`src/rtl/jtkcpu_useq_pkg.sv`:
```
// Shared definitions for the JTKCPU microcode sequencer and the opcode decoder.
// Holds the default category constants (reset entry, interrupt entry base),
// the offset-width helper and the action encoding used inside the sequencer.
package jtkcpu_useq_pkg;

  localparam int              DEF_UAW      = 12;
  localparam int              DEF_CAW      = 7;
  localparam logic [6:0]      DEF_RST_CAT  = 7'h00;
  localparam logic [6:0]      DEF_INT_BASE = 7'h7C;

  // The microcode address is {category, offset}; offset takes the remaining bits.
  function automatic int useq_ow(input int uaw, input int caw);
    return uaw - caw;
  endfunction

  // One action is applied per active cycle, highest priority first.
  typedef enum logic [2:0] {
    ACT_IDLE,
    ACT_NI,
    ACT_RET,
    ACT_CALL,
    ACT_JMP,
    ACT_JNZ,
    ACT_INC
  } useq_act_e;

endpackage

```
`src/rtl/jtkcpu_ustack.sv`:
```
// Microcode return-address stack: LIFO of UAW-bit entries, SDEPTH deep.
// Ports:
//   clk, rst (async, active-high), cen  - clock, reset, clock enable
//   push, pop                           - requests (at most one per cycle)
//   din                                 - value to push
//   dout                                - combinational top of stack
//   lvl                                 - number of stored entries
//   ovf, unf                            - combinational: this request would
//                                         overflow/underflow; it is then ignored
module jtkcpu_ustack #(
  parameter int UAW    = 12,
  parameter int SDEPTH = 4
) (
  input  logic                        clk,
  input  logic                        rst,
  input  logic                        cen,
  input  logic                        push,
  input  logic                        pop,
  input  logic [UAW-1:0]              din,
  output logic [UAW-1:0]              dout,
  output logic [$clog2(SDEPTH):0]     lvl,
  output logic                        ovf,
  output logic                        unf
);

  localparam int             SW   = $clog2(SDEPTH);
  localparam logic [SW:0]    FULL = (SW+1)'(SDEPTH);

  logic [UAW-1:0] mem_q [SDEPTH];
  logic [SW:0]    lvl_q;
  logic [SW-1:0]  top_idx;

  // When full the low bits of lvl are zero, so the decrement wraps to SDEPTH-1.
  assign top_idx = lvl_q[SW-1:0] - SW'(1);
  assign dout    = mem_q[top_idx];
  assign lvl     = lvl_q;
  assign ovf     = push && (lvl_q == FULL);
  assign unf     = pop  && (lvl_q == '0);

  always_ff @(posedge clk or posedge rst) begin
    if (rst) begin
      lvl_q <= '0;
      for (int i = 0; i < SDEPTH; i++) mem_q[i] <= '0;
    end else if (cen) begin
      if (push && !ovf) begin
        mem_q[lvl_q[SW-1:0]] <= din;
        lvl_q                <= lvl_q + (SW+1)'(1);
      end else if (pop && !unf) begin
        lvl_q <= lvl_q - (SW+1)'(1);
      end
    end
  end

endmodule

```
`src/rtl/jtkcpu_useq.sv`:
```
// JTKCPU microcode sequencer. Produces the ucode ROM address from the opcode
// category, the ucode control strobes, a call/return stack, a repeat counter
// and NINT prioritised interrupt channels (edge or level per channel).
// Handshake: there is no valid/ready pair; a cycle is "active" when
// cen && !fault && !stall, and only active cycles consume the strobes.
// Ports:
//   clk, rst (async, active-high), cen, stall
//   opcat, ni, jmp, call, ret, tgt   - sequencing controls
//   rep_ld, rep_val, rep_jnz         - repeat counter controls
//   irq_n, irq_mask                  - interrupt lines (active low) and masks
//   uaddr, intvec                    - ROM address, one-hot serviced interrupt
//   intsrv                           - combinational: an unmasked irq is pending
//   rep_zero, stk_lvl, fault         - counter==0, stack depth, sticky fault
module jtkcpu_useq
  import jtkcpu_useq_pkg::*;
#(
  parameter int              UAW      = DEF_UAW,
  parameter int              CAW      = DEF_CAW,
  parameter int              NINT     = 3,
  parameter logic [NINT-1:0] EDGE     = 3'b001,
  parameter logic [CAW-1:0]  INT_BASE = DEF_INT_BASE,
  parameter logic [CAW-1:0]  RST_CAT  = DEF_RST_CAT,
  parameter int              SDEPTH   = 4,
  parameter int              CW       = 16
) (
  input  logic                     clk,
  input  logic                     rst,
  input  logic                     cen,
  input  logic                     stall,
  input  logic [CAW-1:0]           opcat,
  input  logic                     ni,
  input  logic                     jmp,
  input  logic                     call,
  input  logic                     ret,
  input  logic [CAW-1:0]           tgt,
  input  logic                     rep_ld,
  input  logic [CW-1:0]            rep_val,
  input  logic                     rep_jnz,
  input  logic [NINT-1:0]          irq_n,
  input  logic [NINT-1:0]          irq_mask,
  output logic [UAW-1:0]           uaddr,
  output logic [NINT-1:0]          intvec,
  output logic                     intsrv,
  output logic                     rep_zero,
  output logic [$clog2(SDEPTH):0]  stk_lvl,
  output logic                     fault
);

  localparam int OW = useq_ow(UAW, CAW);

  logic [UAW-1:0]  uaddr_q,  uaddr_d;
  logic [NINT-1:0] intvec_q, intvec_d;
  logic [NINT-1:0] irq_q,    irq_d;
  logic [NINT-1:0] latch_q,  latch_d;
  logic [CW-1:0]   cnt_q,    cnt_d;
  logic [UAW-1:0]  loop_q,   loop_d;
  logic            fault_q,  fault_d;

  logic [NINT-1:0] pend, sel, latch_clr;
  logic [CAW-1:0]  sel_idx;
  logic            found, active, stk_err, ovf, unf;
  logic [UAW-1:0]  uaddr_inc, stk_top;
  useq_act_e       act;

  assign active    = cen && !fault_q && !stall;
  assign uaddr_inc = uaddr_q + UAW'(1);
  assign stk_err   = ovf || unf;

  // Pending vector and lowest-index (highest priority) selection.
  always_comb begin
    pend    = '0;
    sel     = '0;
    sel_idx = '0;
    found   = 1'b0;
    for (int k = 0; k < NINT; k++) begin
      pend[k] = (EDGE[k] ? latch_q[k] : !irq_n[k]) && !irq_mask[k];
      if (pend[k] && !found) begin
        sel[k]  = 1'b1;
        sel_idx = CAW'(k);
        found   = 1'b1;
      end
    end
  end

  // rep_ld together with rep_jnz suppresses the loop-back: plain increment.
  always_comb begin
    act = ACT_IDLE;
    if (active) begin
      if (ni)                      act = ACT_NI;
      else if (ret)                act = ACT_RET;
      else if (call)               act = ACT_CALL;
      else if (jmp)                act = ACT_JMP;
      else if (rep_jnz && !rep_ld) act = ACT_JNZ;
      else                         act = ACT_INC;
    end
  end

  jtkcpu_ustack #(
    .UAW    (UAW),
    .SDEPTH (SDEPTH)
  ) u_stack (
    .clk  (clk),
    .rst  (rst),
    .cen  (cen),
    .push (act == ACT_CALL),
    .pop  (act == ACT_RET),
    .din  (uaddr_inc),
    .dout (stk_top),
    .lvl  (stk_lvl),
    .ovf  (ovf),
    .unf  (unf)
  );

  always_comb begin
    uaddr_d   = uaddr_q;
    intvec_d  = intvec_q;
    cnt_d     = cnt_q;
    loop_d    = loop_q;
    fault_d   = fault_q || stk_err;
    latch_clr = '0;
    irq_d     = irq_q;
    latch_d   = latch_q;

    // A stack error leaves every sequencing register untouched.
    if (!stk_err) begin
      case (act)
        ACT_NI: begin
          if (found) begin
            uaddr_d   = {INT_BASE + sel_idx, {OW{1'b0}}};
            intvec_d  = sel;
            latch_clr = sel & EDGE;
          end else begin
            uaddr_d  = {opcat, {OW{1'b0}}};
            intvec_d = '0;
          end
        end
        ACT_RET:  uaddr_d = stk_top;
        ACT_CALL: uaddr_d = {tgt, {OW{1'b0}}};
        ACT_JMP:  uaddr_d = {tgt, {OW{1'b0}}};
        ACT_JNZ: begin
          if (cnt_q != '0) begin
            cnt_d   = cnt_q - CW'(1);
            uaddr_d = loop_q;
          end else begin
            uaddr_d = uaddr_inc;
          end
        end
        ACT_INC:  uaddr_d = uaddr_inc;
        default:  uaddr_d = uaddr_q;
      endcase
      if (active && rep_ld) begin
        cnt_d  = rep_val;
        loop_d = uaddr_inc;
      end
    end

    // Interrupt sampling runs on every cen, even when stalled or frozen.
    // A new falling edge wins over a dispatch clear in the same cycle.
    if (cen) begin
      irq_d   = irq_n;
      latch_d = (latch_q & ~latch_clr) | (irq_q & ~irq_n & EDGE);
    end
  end

  always_ff @(posedge clk or posedge rst) begin
    if (rst) begin
      uaddr_q  <= {RST_CAT, {OW{1'b0}}};
      intvec_q <= '0;
      irq_q    <= '1;
      latch_q  <= '0;
      cnt_q    <= '0;
      loop_q   <= '0;
      fault_q  <= 1'b0;
    end else begin
      uaddr_q  <= uaddr_d;
      intvec_q <= intvec_d;
      irq_q    <= irq_d;
      latch_q  <= latch_d;
      cnt_q    <= cnt_d;
      loop_q   <= loop_d;
      fault_q  <= fault_d;
    end
  end

  assign uaddr    = uaddr_q;
  assign intvec   = intvec_q;
  assign intsrv   = found;
  assign rep_zero = (cnt_q == '0);
  assign fault    = fault_q;

endmodule

```
`config.mk`:
```
export PLATFORM = sky130hd
export DESIGN_NAME = jtkcpu_useq
export DESIGN_NICKNAME = d
export VERILOG_FILES = /design/src/rtl/jtkcpu_useq_pkg.sv /design/src/rtl/jtkcpu_ustack.sv /design/src/rtl/jtkcpu_useq.sv
export SDC_FILE = /design/constraint.sdc
export NUM_CORES = 1
export LEC_CHECK = 0
export ABC_AREA = 1
export CORE_AREA = 5 5 118 120
export CTS_CLUSTER_SIZE = 16
export DETAILED_ROUTE_END_ITERATION = 8
export DIE_AREA = 0 0 123 125
export PLACE_DENSITY = 0.77
export SLEW_MARGIN = 20
export SYNTH_ARGS = -nofsm -noshare
export SYNTH_HDL_FRONTEND = slang
export SYNTH_SLANG_ARGS = --single-unit
```
`constraint.sdc`:
```
create_clock -name clk -period 7.2 [get_ports clk]
set_input_delay 1.44 -clock clk [delete_from_list [all_inputs] [get_ports clk]]
set_output_delay 1.44 -clock clk [all_outputs]
set_load 0.02 [all_outputs]
```
After elaboration in Yosys (flattened, before gate mapping)
Cells that the tools add are included.
{ "op_classes": {"n_mux": 31, "n_eq_ne": 7, "n_reduce_logical": 42, "add_sub_neg": 6, "n_lt_le_gt_ge": 3, "n_bitwise": 8} }
{ "ops": {"columns": ["cell", "count"], "rows": [
  ["12-bit 2-to-1 mux", 5],
  ["12-bit one-hot mux with 5 select lines", 1],
  ["48-bit bitwise mux", 1],
  ["16-bit 2-to-1 mux", 3],
  ["12-bit binary-select mux with 2-bit select", 1],
  ["12-bit demux with 2-bit select", 1],
  ["3-bit 2-to-1 mux", 7],
  ["16-bit logical NOT", 1],
  ["16-bit nonzero test", 1],
  ["16-bit by 1-bit subtractor with 16-bit output (second input constant)", 1],
  ["1-bit logical AND", 14],
  ["12-bit by 1-bit adder with 12-bit output (second input constant)", 1],
  ["3-bit == test (second input constant)", 4],
  ["1-bit logical NOT", 12],
  ["2-bit AND reduction", 5],
  ["1-bit 2-to-1 mux", 9],
  ["7-bit adder (first input constant)", 1],
  ["7-bit 2-to-1 mux", 1],
  ["3-bit by 2-bit == test with 1-bit output (second input constant)", 2],
  ["3-bit >= comparator (second input constant)", 2],
  ["2-bit NOT with 3-bit output", 2],
  ["2-bit nonzero test", 3],
  ["5-bit nonzero test", 1],
  ["2-bit 2-to-1 mux", 2],
  ["14 further kinds", 16]
]} }
{ "word_totals": {"elab_cells": 109, "inputBits": 46, "ff_bits": 99, "out_inout_bits": 21} }

Logic depth before layout (Yosys ltp)
{ "logic_depth": {"word_depth": 15, "ltp_mapped": 15, "mapped_depth_nobuf": 14} }

By module
From an unflattened synthesis, not the netlist that was laid out.
{ "unflattened": {"cells_unflattened": 790, "area_unflattened_um2": 5801.8} }
{ "by_module_without_submodules": {"columns": ["mod", "cells_per_inst", "instances", "seq_area_each_um2", "area_per_inst_um2"], "rows": [
  ["jtkcpu_useq", 500, 1, 1152.4, 3326.9],
  ["jtkcpu_ustack", 290, 1, 1276.2, 2474.9]
]} }

Worst setup path before layout
No wires, ideal clock.
{ "synth_path": {"kind": "input to output", "from": "input port irq_n[2]", "to": "output port intsrv", "path_buffers": 0, "required_time_ns": 5.760, "cell_stages": 2, "arrival_ns": 1.921, "slack_ns": 3.839, "path_cell_list": "or2_2 > nand2_1"} }
{ "synth_between": {"elab_chain_len": 4} }
{ "synth_rtl": {"columns": ["element", "line", "rtl"], "rows": [
  ["start: declaration", "jtkcpu_useq.sv:39", "input logic [NINT-1:0] irq_n,"],
  ["1-bit logical NOT", "jtkcpu_useq.sv:76", "pend[k] = (EDGE[k] ? latch_q[k] : !irq_n[k]) && !irq_mask[k];"],
  ["1-bit logical AND", "jtkcpu_useq.sv:76", null],
  ["1-bit logical AND", "jtkcpu_useq.sv:77", "if (pend[k] && !found) begin"],
  ["1-bit 2-to-1 mux", "jtkcpu_useq.sv:77", null],
  ["end: declaration", "jtkcpu_useq.sv:43", "output logic intsrv,"]
]} }
No other way between the ends.

Worst setup path after layout
Ends and elaborated chain as after synthesis.

==> impl_results.md <==
* Run status: completed
* RSZ-0062 raised after global routing: false
* Kind of critical path: in2out
* CTS buffer count at 9
* Synthesized cell area at 0.00562 mm2
* Count of H-tree levels built during CTS at 3
* Path type of the worst min-delay path: reg2reg
* Worst-Skew Late Latency at 0.35 ns
* Effective utilization at floorplan at 0.436
* Number of resized instances in the post-cts repair step at 0
* Maximum number of pins on one net before global-route repair at 61
* EDFF count, synth at 0
* First-pass GRT wire length at 24300 um
* Sink count of the clock tree at 97
* Vertical extent of the die at 125 um
* Horizontal die dimension at 123 um
* Count of fill cells added during filler insertion at 1229
* Count of unresolved DRC violations after routing at 0
* Number of buffers inserted by port buffering at 66
* Wire length per cell at 14.4 um
* Hold-fix buffer count after cts at 0
* Minimum hold slack at 0.484 ns
* CTS root buffer: sky130_fd_sc_hd__clkbuf_16
* RD Place Congestion at 0.886
* Detailed Place HPWL at 10300 um
* Setup TNS at 0 ns
* Transition time at the pin with the least slew margin at 1.02 ns
* Worst clock skew at 0.00852 ns
* Share of the yosys chip area belonging to registers at 0.432
* Leakage power at 3.14 nW
* Global route hottest layer: met2
* Count of standard-cell rows at 42
* Met1 Use GR at 0.282
* Commonest cells after routing, fill and taps aside: 241 x sky130_fd_sc_hd__nand2_1, 100 x sky130_fd_sc_hd__nor2_1, 96 x sky130_fd_sc_hd__dfrtp_1
* Overall die area at 0.0154 mm2
* Max Clk Rate at 0.231 GHz
* Initial DRC Count at 468
* Leading cell type in the layout, fill and taps excluded: sky130_fd_sc_hd__nand2_1
* Power density over cell area at 352 mW/mm2
* Pins over their slew limit at 0
* Setup violations, final at 0
* Syn Inst Count at 775
* Vias after detailed routing at 5224
* GRT met2 Usage at 0.295
* Fraction of final layout cells with drive strength greater than 1 at 0.0705
* CP startpoint kind: primary input
* Core area at 0.0129 mm2
* Final critical delay including setup and external delays at 4.33 ns
* Number of maximum-capacitance violations at 0
* Worst reg-to-reg setup slack at 3.34 ns
* YS warnings at 0
* Rel. slew slack at 0.322
* Worst setup EP type: primary output
* Final cycle utilization of the critical path at 0.602
* Nets@finish at 885
* Worst endpoint data arrival time at 2.89 ns
* Worst Path Max Fanout at 4
* Fraction of registers with async set or reset after synthesis at 1.00
* Number of nets in the synthesized netlist at 828
* Total overflow reported by the global router at 0
* Number of antenna violations at the first check in global routing at 0
* Max IR drop VDD at 199 uV
* Global Route met3 Usage at 0.0497
* Layout Area Growth over Synthesis at 19.8%
* Number of global-route vias before repair at 4880
* Flip-flop and latch count after synthesis at 97
* CTS tree: built
* Mean instance size in the synthesized netlist at 7.25 um2
* Aggregate routed wire length at 14600 um
* Number of nets with antenna violations after routing at 0
* 1st-pass router iterations at 5
* Number of antenna cells inserted at 0
* Post-CTS setup-driven buffer insertion count at 0
* Data required, critical path at 5.76 ns
* Clock transition at the registers of the reported paths at 0.07 ns
* I/O pin count at 67
* Mean number of vias per cell at 5.16
* Total Routing Usage GR at 0.197
* Max Buffers Root-to-Sink at 2
* Most used DFF post-synth: sky130_fd_sc_hd__dfrtp_1
* Count of different cell masters after synthesis at 41
* Endpoints failing hold at 0
[per-layer routing]
layer	share of wire	vias to the layer above
met1	0.47	2425
li1	-	2613
met3	0.067	19
met5	0	-
met2	0.45	167
met4	0.013	0
[worst paths after layout]
path	startpoint	endpoint	cells after the start
min	u_stack.mem_q[24]$_DFFE_PP0P_	u_stack.mem_q[24]$_DFFE_PP0P_	2
min in group asynchronous	rst	cnt_q[2]$_DFFE_PP0P_	2
max in group asynchronous	rst	u_stack.mem_q[46]$_DFFE_PP0P_	3
max	irq_n[2]	intsrv	4
min reg2reg	u_stack.mem_q[24]$_DFFE_PP0P_	u_stack.mem_q[24]$_DFFE_PP0P_	2
max reg2reg	u_stack.lvl[0]$_DFFE_PP0P_	uaddr[6]$_DFFE_PP0P_	11
[critical path: stages]
cell                              delay [ns]
sky130_fd_sc_hd__clkdlybuf4s50_1        0.43
sky130_fd_sc_hd__or2_2                  0.34
sky130_fd_sc_hd__nand2_1                0.08
sky130_fd_sc_hd__clkdlybuf4s50_1        0.60
[synth_stat cells, types with 2 or more instances]
master	instances	area (um2)
sky130_fd_sc_hd__o22ai_1	5	31.3
sky130_fd_sc_hd__inv_1	61	229
sky130_fd_sc_hd__inv_2	3	11.3
sky130_fd_sc_hd__nor2_1	101	379
sky130_fd_sc_hd__nor3_1	4	20.0
sky130_fd_sc_hd__clkbuf_1	6	22.5
sky130_fd_sc_hd__dfrtp_1	96	2400
sky130_fd_sc_hd__buf_4	3	22.5
sky130_fd_sc_hd__o31ai_1	4	30.0
sky130_fd_sc_hd__buf_6	2	22.5
sky130_fd_sc_hd__o21ai_1	13	65.1
sky130_fd_sc_hd__xor2_1	7	61.3
sky130_fd_sc_hd__ha_1	7	87.6
sky130_fd_sc_hd__nand3_4	3	52.6
sky130_fd_sc_hd__nor2_2	7	43.8
sky130_fd_sc_hd__buf_2	11	55.1
sky130_fd_sc_hd__nand2_4	5	56.3
sky130_fd_sc_hd__nand3_1	47	235
sky130_fd_sc_hd__o21ai_2	7	61.3
sky130_fd_sc_hd__o211ai_1	3	22.5
sky130_fd_sc_hd__nand2_1	241	905
sky130_fd_sc_hd__a22o_1	2	17.5
sky130_fd_sc_hd__nand3b_1	2	15.0
sky130_fd_sc_hd__nand4_1	6	37.5
sky130_fd_sc_hd__xnor2_1	2	17.5
sky130_fd_sc_hd__inv_4	2	12.5
sky130_fd_sc_hd__o21ai_0	92	460
sky130_fd_sc_hd__a21oi_1	18	90.1
sky130_fd_sc_hd__nand2_2	3	18.8
[stage by stage]
step	power [mW]	setup slack (ns)	util	cell area, um2	instances
2_1_floorplan	1.53	3.23	-	5620	775
3_3_place_gp	1.80	2.90	0.497	6390	997
3_5_place_dp	1.82	2.87	0.497	6390	997
4_1_cts	2.37	2.86	0.523	6730	1013
5_1_grt	2.56	2.85	0.523	6730	1013
6_report	2.37	2.87	0.523	6730	1013
[cell type report]
cell class,instances,area [um2],share of cell area
well taps,176,220,0.0327
clock buffers,9,225,0.0335
clock inverters,7,109,0.0162
flip-flops and latches,97,2430,0.361
inverters,67,259,0.0385
repair buffers,68,676,0.100
multi-input cells,589,2810,0.418
[sequential cells by signal, summed over array words and instances (netlist names)]
name and cells:
latch_q 1, cnt_q 16, intvec 3, uaddr 12, u_stack.mem_q 48, u_stack.lvl 3
irq_q 1, fault 1, loop_q 12
[cells by family (layout without fill, tap and decap cells)]
group / after synthesis / count (layout) / share of synthesized area
fa+ha+maj: 7 / 7 / 0.0156
flops: 97 / 97 / 0.432
compound gates: 146 / 146 / 0.142
buf+inv: 89 / 151 / 0.0675
simple gates: 427 / 427 / 0.329
xor+xnor: 9 / 9 / 0.0140
[report_power, final]
| part | total, mW | switching (mW) | internal [mW] | leakage, nW |
|---|---|---|---|---|
| clock | 0.542 | 0.230 | 0.313 | 0.164 |
| combinational | 0.949 | 0.591 | 0.359 | 1.69 |
| sequential | 0.879 | 0.170 | 0.709 | 1.28 |
| total | 2.37 | 0.990 | 1.38 | 3.14 |
(Power assumes the default switching activity.)
